File: src/rtl/md5_command_sequencer.sv
// md5_command_sequencer
//
// Drives the 32-bit command port of the MD5 brute-force core. On an accepted
// start it latches the target digest and character range, sends the fixed
// 12-word configuration sequence, then periodically polls the 64-bit
// candidate count (GET_LO, then GET_HI) until the core reports a match or the
// host aborts.
//
// Every word is presented for one SETUP cycle with the strobe low. The strobe
// is then high for STROBE_HIGH cycles and low for STROBE_LOW cycles. The final
// low cycle is the NEXT state, where status is captured and the next action
// is chosen.
//
// Ports
//   clk          in   single clock, posedge
//   reset        in   asynchronous active-high reset
//   start        in   begin a search (accepted in IDLE or DONE)
//   abort        in   stop a running search
//   target_hash  in   128-bit digest, A=[127:96] .. D=[31:0]
//   range_min    in   lowest printable byte
//   range_max    in   highest printable byte
//   matched      in   core match level (asynchronous)
//   status_word  in   core data output
//   cmd_data     out  command word to the core
//   cmd_strobe   out  core receive strobe (core acts on rising edge)
//   busy         out  search in progress
//   done         out  search finished (level)
//   found        out  finished because of a match
//   count        out  last complete 64-bit candidate count
//   count_valid  out  one-cycle pulse when count updates

module md5_command_sequencer #(
  parameter int STROBE_HIGH   = 2,
  parameter int STROBE_LOW    = 2,
  parameter int POLL_INTERVAL = 1024
) (
  input  logic         clk,
  input  logic         reset,
  input  logic         start,
  input  logic         abort,
  input  logic [127:0] target_hash,
  input  logic [7:0]   range_min,
  input  logic [7:0]   range_max,
  input  logic         matched,
  input  logic [31:0]  status_word,
  output logic [31:0]  cmd_data,
  output logic         cmd_strobe,
  output logic         busy,
  output logic         done,
  output logic         found,
  output logic [63:0]  count,
  output logic         count_valid
);

  localparam logic [31:0] RESET_GEN = 32'h5230_0000;
  localparam logic [31:0] START_GEN = 32'h5230_0001;
  localparam logic [31:0] SET_A     = 32'h5230_1000;
  localparam logic [31:0] SET_B     = 32'h5230_1001;
  localparam logic [31:0] SET_C     = 32'h5230_1002;
  localparam logic [31:0] SET_D     = 32'h5230_1003;
  localparam logic [31:0] SET_RANGE = 32'h5230_2000;
  localparam logic [31:0] GET_LO    = 32'h5230_3000;
  localparam logic [31:0] GET_HI    = 32'h5230_3001;
  localparam logic [31:0] NOOP      = 32'h0000_0000;

  localparam logic [3:0] IDX_START_GEN = 4'd11;
  localparam logic [3:0] IDX_GET_LO    = 4'd12;
  localparam logic [3:0] IDX_GET_HI    = 4'd13;

  typedef enum logic [2:0] {
    IDLE,
    SETUP,
    STR_H,
    STR_L,
    NEXT,
    WAIT,
    DONE
  } state_t;

  state_t        r_state;
  logic [3:0]    r_wordIdx;
  logic [31:0]   r_timer;
  logic [127:0]  r_hash;
  logic [7:0]    r_rangeMin;
  logic [7:0]    r_rangeMax;
  logic [31:0]   r_loShadow;
  logic          r_matchMeta;
  logic          r_matchSync;
  logic          r_abortPend;
  logic          r_aborting;
  logic          r_running;

  logic [3:0]    w_nextIdx;
  logic [31:0]   w_nextWord;

  // Maps a word index onto the command word it carries, using the latched
  // configuration so later input changes have no effect.
  function automatic logic [31:0] wordFor(
    input logic [3:0]   idx,
    input logic [127:0] hash,
    input logic [7:0]   rmin,
    input logic [7:0]   rmax
  );
    logic [31:0] w;
    w = NOOP;
    case (idx)
      4'd0:  w = RESET_GEN;
      4'd1:  w = SET_A;
      4'd2:  w = hash[127:96];
      4'd3:  w = SET_B;
      4'd4:  w = hash[95:64];
      4'd5:  w = SET_C;
      4'd6:  w = hash[63:32];
      4'd7:  w = SET_D;
      4'd8:  w = hash[31:0];
      4'd9:  w = SET_RANGE;
      4'd10: w = {16'h0000, rmax, rmin};
      4'd11: w = START_GEN;
      4'd12: w = GET_LO;
      4'd13: w = GET_HI;
      default: w = NOOP;
    endcase
    return w;
  endfunction

  assign w_nextIdx  = r_wordIdx + 4'd1;
  assign w_nextWord = wordFor(w_nextIdx, r_hash, r_rangeMin, r_rangeMax);

  // Two-flop synchronizer for the core's asynchronous match level.
  always_ff @(posedge clk or posedge reset) begin
    if (reset) begin
      r_matchMeta <= 1'b0;
      r_matchSync <= 1'b0;
    end else begin
      r_matchMeta <= matched;
      r_matchSync <= r_matchMeta;
    end
  end

  // Main sequencer. An abort seen while a word is in flight is remembered
  // and acted on only in NEXT, so the strobe is never cut short. The abort
  // branches are tested before the match branches, so abort wins a tie.
  always_ff @(posedge clk or posedge reset) begin
    if (reset) begin
      r_state     <= IDLE;
      r_wordIdx   <= 4'd0;
      r_timer     <= 32'd0;
      r_hash      <= 128'd0;
      r_rangeMin  <= 8'd0;
      r_rangeMax  <= 8'd0;
      r_loShadow  <= 32'd0;
      r_abortPend <= 1'b0;
      r_aborting  <= 1'b0;
      r_running   <= 1'b0;
      cmd_data    <= 32'd0;
      cmd_strobe  <= 1'b0;
      busy        <= 1'b0;
      done        <= 1'b0;
      found       <= 1'b0;
      count       <= 64'd0;
      count_valid <= 1'b0;
    end else begin
      count_valid <= 1'b0;
      if (abort && busy && !r_aborting) begin
        r_abortPend <= 1'b1;
      end

      case (r_state)
        IDLE, DONE: begin
          if (start) begin
            r_hash      <= target_hash;
            r_rangeMin  <= range_min;
            r_rangeMax  <= range_max;
            r_wordIdx   <= 4'd0;
            r_running   <= 1'b0;
            r_aborting  <= 1'b0;
            r_abortPend <= 1'b0;
            cmd_data    <= RESET_GEN;
            busy        <= 1'b1;
            done        <= 1'b0;
            found       <= 1'b0;
            count       <= 64'd0;
            r_state     <= SETUP;
          end
        end

        SETUP: begin
          r_timer    <= 32'd0;
          cmd_strobe <= 1'b1;
          r_state    <= STR_H;
        end

        STR_H: begin
          if (r_timer == 32'(STROBE_HIGH - 1)) begin
            r_timer    <= 32'd0;
            cmd_strobe <= 1'b0;
            // NEXT supplies the last low cycle, so STR_L is skipped when
            // only one low cycle is wanted.
            r_state    <= (STROBE_LOW > 1) ? STR_L : NEXT;
          end else begin
            r_timer <= r_timer + 32'd1;
          end
        end

        STR_L: begin
          if (r_timer >= 32'(STROBE_LOW - 2)) begin
            r_state <= NEXT;
          end else begin
            r_timer <= r_timer + 32'd1;
          end
        end

        NEXT: begin
          r_timer <= 32'd0;
          if (r_aborting) begin
            r_aborting  <= 1'b0;
            r_abortPend <= 1'b0;
            r_running   <= 1'b0;
            busy        <= 1'b0;
            r_state     <= IDLE;
          end else if (r_abortPend || abort) begin
            r_aborting  <= 1'b1;
            r_abortPend <= 1'b0;
            cmd_data    <= RESET_GEN;
            r_state     <= SETUP;
          end else if (r_running && r_matchSync) begin
            r_running <= 1'b0;
            busy      <= 1'b0;
            done      <= 1'b1;
            found     <= 1'b1;
            r_state   <= DONE;
          end else if (r_wordIdx == IDX_START_GEN) begin
            r_running <= 1'b1;
            r_state   <= WAIT;
          end else if (r_wordIdx == IDX_GET_LO) begin
            r_loShadow <= status_word;
            r_wordIdx  <= w_nextIdx;
            cmd_data   <= w_nextWord;
            r_state    <= SETUP;
          end else if (r_wordIdx == IDX_GET_HI) begin
            count       <= {status_word, r_loShadow};
            count_valid <= 1'b1;
            r_state     <= WAIT;
          end else begin
            r_wordIdx <= w_nextIdx;
            cmd_data  <= w_nextWord;
            r_state   <= SETUP;
          end
        end

        WAIT: begin
          if (abort || r_abortPend) begin
            r_aborting  <= 1'b1;
            r_abortPend <= 1'b0;
            cmd_data    <= RESET_GEN;
            r_state     <= SETUP;
          end else if (r_matchSync) begin
            r_running <= 1'b0;
            busy      <= 1'b0;
            done      <= 1'b1;
            found     <= 1'b1;
            r_state   <= DONE;
          end else if (r_timer == 32'(POLL_INTERVAL - 1)) begin
            r_timer   <= 32'd0;
            r_wordIdx <= IDX_GET_LO;
            cmd_data  <= GET_LO;
            r_state   <= SETUP;
          end else begin
            r_timer <= r_timer + 32'd1;
          end
        end

        default: begin
          r_state <= IDLE;
        end
      endcase
    end
  end

endmodule
File: config.mk
export PLATFORM = sky130hd
export DESIGN_NAME = md5_command_sequencer
export DESIGN_NICKNAME = d
export VERILOG_FILES = /design/src/rtl/md5_command_sequencer.sv
export SDC_FILE = /design/constraint.sdc
export NUM_CORES = 1
export LEC_CHECK = 0
export ABC_AREA = 1
export ABC_CLOCK_PERIOD_IN_PS = 13850
export CELL_PAD_IN_SITES_DETAIL_PLACEMENT = 1
export CELL_PAD_IN_SITES_GLOBAL_PLACEMENT = 1
export CORE_MARGIN = 5
export CORE_UTILIZATION = 38
export DETAILED_ROUTE_END_ITERATION = 12
export PLACE_DENSITY = 0.91
export SYNTH_ARGS = -nofsm -noshare
export SYNTH_HDL_FRONTEND = slang
export SYNTH_SLANG_ARGS = --single-unit
export TNS_END_PERCENT = 1
File: constraint.sdc
create_clock -name clk -period 13.85 [get_ports clk]
set_input_delay 4.155 -clock clk [delete_from_list [all_inputs] [get_ports clk]]
set_output_delay 4.155 -clock clk [all_outputs]
set_load 0.05 [all_outputs]
# After elaboration in Yosys (flattened, before gate mapping)
# Cells that the tools add are included.
[totals]
register_bits = 320
inputBits = 181
output_inout_bits = 101
word_cells = 187
[classes]
add_sub_neg = 2
order_cmp = 1
eq_ne = 50
n_mux = 87
bitwise = 4
reduce_logical = 25
[ops]
columns = ["op", "count"]
rows = [
  ["$mux W32", 15],
  ["$mux W64", 7],
  ["$pmux W32 S14", 1],
  ["$pmux W32 S4", 1],
  ["$pmux W64 S2", 1],
  ["$pmux W32 S3", 1],
  ["$mux W4", 10],
  ["$eq A4 B4 Y1 const B", 9],
  ["$mux W3", 12],
  ["$add A32 B1 Y32 const B", 1],
  ["$eq A32 B1 Y1 const B", 1],
  ["$eq A32 B10 Y1 const B", 1],
  ["$ge A32 B1 Y1 const B", 1],
  ["$ne A2 B2 Y1 const B", 16],
  ["$mux W1", 31],
  ["$ne A3 B3 Y1 const B", 7],
  ["$pmux W3 S6", 1],
  ["$reduce_and A6 Y1", 3],
  ["$eq A4 B3 Y1 const B", 4],
  ["$reduce_and A8 Y1", 2],
  ["$pmux W1 S3", 5],
  ["$ne A4 B4 Y1 const B", 3],
  ["$pmux W4 S3", 1],
  ["$reduce_and A10 Y1", 1],
  ["other kinds (21)", 34],
]

# Longest topological paths before layout
[depth]
word_depth = 10
ltp_mapped = 15
depth_no_buf = 13

# Worst setup path before layout
# No wires, ideal clock.
[synth_timing]
kind = "input-to-reg"
startpoint = "in abort"
endpoint = "reg cmd_data[0]"
setup_time_ns = 0.118
arrival_ns = 5.291
required_time_ns = 13.732
setup_slack_ns = 8.441
path_stages = 11
n_path_buf = 1
cell_sequence = "nor2_4 -> inv_2 -> nor2_1 -> inv_2 -> nor2_2 -> nor3_2 -> nand2_4 -> inv_4 -> buf_4 -> nand3_1 -> nand2_1"
[synth_via]
elab_chain_len = 4
elab_cells_between_ends = 11
cone_classes = "5 x eq/ne; 4 x mux; 2 x reduce/logical"
[synth_lines]
columns = ["item", "line_no", "text"]
rows = [
  ["from (decl)", "40", "input logic abort,"],
  ["$logic_or A1 B1 Y1 *", "221, 252", ""],
  ["$mux W32", "221", "end else if (r_abortPend || abort) begin"],
  ["$mux W32", "215", "if (r_aborting) begin"],
  ["$pmux W32 S3", "168", "case (r_state)"],
  ["to (signal assigned)", "238", "cmd_data <= w_nextWord;"],
  ["to (signal assigned)", "246", "cmd_data <= w_nextWord;"],
  ["to (decl)", "46", "output logic [31:0] cmd_data,"],
]
# Mark *: on every way between the ends. The rest lies on a longest branch, timed or not. The select of a mux whose other input is x is not followed.
# A chain may end at the register's enable or synchronous reset.

# Worst setup path in the final report
[layout_timing]
startpoint = "in abort"
endpoint = "reg count[25]"
[layout_via]
elab_chain_len = 3
[layout_lines]
columns = ["item", "line_no", "text"]
rows = [
  ["$logic_or A1 B1 Y1", "221", ""],
  ["$ne A2 B2 Y1 (no source line)", "n/a", ""],
  ["$reduce_and A8 Y1 (no source line)", "n/a", ""],
  ["to (signal assigned)", "241", "count <= {status_word, r_loShadow};"],
  ["to (decl)", "51", "output logic [63:0] count,"],
]
# No other way between the ends.

==> flow_summary.toml <==
[critical_path]
cp-start-kind = "primary input"
cpPeakStageDelay_ns = 0.68
startpoint = "abort"
cp.arrival_ns = 7.27
path_cells = "clkdlybuf4s50_1, nor2_4, inv_2, o21ai_1, nand2_2, nor2_4, buf_4, nand3_1, nand2_1"
required_ns = 14.32
path_buf_inv = 3
reg2reg_from = "r_state[2]"
critical-path-slowest-cell = "nand2_2"
critical_path_class = "in -> reg"
cp_max_fo = 66
cp_common_cell = "nor2_4"
cp_top_family = "simple AND/OR/NAND/NOR gates"
cp-end-kind = "flip-flop"

[global_routing]
grt_max_degree = 203
antenna_found_initial = 2
grt_pass1_wl_um = 85100
grt_usage = 0.237
grt_pass1_vias = 15900
grt_overflow = 0

[final_layout]
final_cell_mix = "nand2_1, dfrtp_1, clkdlybuf4s50_1"
fillCellCount = 4821
syn_to_final_growth_pct = 28.5
fin_util = 0.493
fin_nets = 2394
final_common_cell = "nand2_1"
drive_gt1_frac = 0.0466

[timing]
slew_viol_final = 0
hold_violations = 0
fin_skew_ns = 0.0275
finalCriticalPeriod_ns = 6.80
setup-tns-final_ns = 0
relSlewSlack = 0.205
fin_crit_sh = 0.491
max_freq_ghz = 0.147
rsz0062_at_grt = "no"
worst_pin_slew_ns = 1.19
setup_violations = 0

[floorplan]
num_rows = 73
pin_count = 282
dieArea_sq_um = 44100
core_sq_um = 39600
dieWidth_um = 210
die_y_um = 210
initial_core_util = 0.384

[drt]
drt-initial-drc-count = 1050
vias_per_cell = 5.27
dr.pass1.iters = 5
antenna_left = 0
wl_per_cell_um = 19.4
drc = 0
num_vias = 14500
wl_um = 53600

[clock_tree]
path_clk_slew_ns = 0.06
cts-root-buf = "clkbuf_16"
post_cts_resized = 0
postCtsSetupRepairBufs = 0
cts_tree = "yes"
cts.sinks = 320
cts_buffer_depth = 3
cts_buffers = 37
postCtsHoldBufs = 0
insertion_delay_ns = 0.55
h-tree-depth = 2

[place]
dp_hpwl_um = 35500
io_buffers = 281
gp_congestion = 0.890

[yosys]
synth_cell_type_count = 38
syn_inst = 1974
synthTopCellsByArea = "dfrtp_1, nand2_1, o21ai_0"
synth-simple-area-share = 0.296
synth_largest_area_cell = "dfrtp_1"
async_reset_ff_frac = 1.00
synth-seq-area-share = 0.526
syn_area_per_cell_sq_um = 7.71
syn_area_sq_um = 15200
synth_compound_area_frac = 0.0880
ys_seq_elements = 320
synth_xor_xnor_area_share = 0.00518
synth_mux_area_frac = 0
yosysWarnings = 0
synth_edf_count = 0
syn-num-nets = 2164
synth_fa_ha_area_frac = 0.00740
ys.flop_type = "dfrtp_1"
synth_top_area_frac = 0.526
synth_top_family_by_area = "simple AND/OR/NAND/NOR gates"

[flow_run]
cap_violations = 0

[status]
outcome = "finished, final reports clean"

[min_path]
hold_class = "reg -> reg"
min_from = "r_matchMeta"

[pwr]
power_density_nw_per_um2 = 184
p_leak_uw = 0.00948
peakVddDrop_uv = 103
registers in the layout, summed over array words and instances (netlist names), 3 cells and up:
register	count
cmd_data	32
count	64
r_hash	128
r_loShadow	32
r_rangeMax	8
r_rangeMin	8
r_state	3
r_timer	32
r_wordIdx	4
Yosys cell counts (2+ instances only):
library cell	instances
nor2_1	163
a31oi_1	2
buf_4	8
nor2_2	4
clkbuf_1	38
buf_2	44
inv_2	13
xor2_1	6
o21ai_1	12
inv_1	171
nor3_1	22
ha_1	9
nor2_4	7
buf_6	4
o21ai_0	210
nor4_1	4
nand3_1	136
nand2_2	6
a21oi_1	18
nand4_1	24
dfrtp_1	320
buf_1	3
o2111ai_1	9
nand2_1	725
xnor2_1	3
layer usage:
metal	up-vias	track usage	wire [um]
met4	0	0.0918	2150
met2	444	0.422	27200
met1	7275	0.285	21300
li1	6679	-	-
met5	-	0	0
met3	128	0.0444	2970
kinds of logic (layout without fill, tap and decap cells):
group	Yosys count	after routing
xor+xnor	9	9
other cells	0	2
fa+ha+maj	9	9
buf+inv	283	540
compound gates	256	256
flops	320	320
simple gates	1097	1097
area by class of cell:
| cell class | count | area (sq um) | share of cell area |
|---|---|---|---|
| Inverter | 186 | 708 | 0.0362 |
| Sequential cell | 320 | 8010 | 0.410 |
| Timing Repair Buffer | 288 | 2890 | 0.148 |
| Clock buffer | 59 | 1110 | 0.0568 |
| Antenna cell | 2 | 5.00 | 0.000256 |
| Clock inverter | 7 | 128 | 0.00653 |
| Tap cell | 525 | 657 | 0.0336 |
| Multi-Input combinational cell | 1371 | 6050 | 0.309 |
final timing paths:
check | to | slack (ns) | cells after the start
max in group asynchronous | r_hash[98] | 8.01 | 3
setup / recovery | count[25] | 7.05 | 9
min in group asynchronous | r_hash[51] | 4.23 | 2
setup reg to reg | count[29] | 10.23 | 11
hold reg to reg | r_matchSync | 0.35 | 0
hold / removal | r_matchSync | 0.35 | 0
report_power, final:
part / leakage [uW] / switching [uW] / total, uW / internal [uW]
Combinational: 0.00470 / 933 / 1260 / 328
Clock: 0.000599 / 407 / 1010 / 606
Sequential: 0.00418 / 144 / 1330 / 1190
Total: 0.00948 / 1480 / 3610 / 2120
stage by stage:
| stage | instance area [sq um] | std cells | hold WS [ns] | total power (uW) | setup slack, ns |
|---|---|---|---|---|---|
| detailed placement | 18300 | 2690 | 0.346 | 2570 | 6.59 |
| global route | 19600 | 2758 | 0.357 | 3810 | 6.86 |
| floorplan | 15200 | 1974 | 0.331 | 2170 | 0.839 |
| global placement | 18300 | 2690 | 0.342 | 2500 | 6.76 |
| finish | 19600 | 2758 | 0.352 | 3610 | 7.05 |
| CTS | 19500 | 2756 | 0.354 | 3620 | 7.10 |
(Power assumes the default switching activity.)
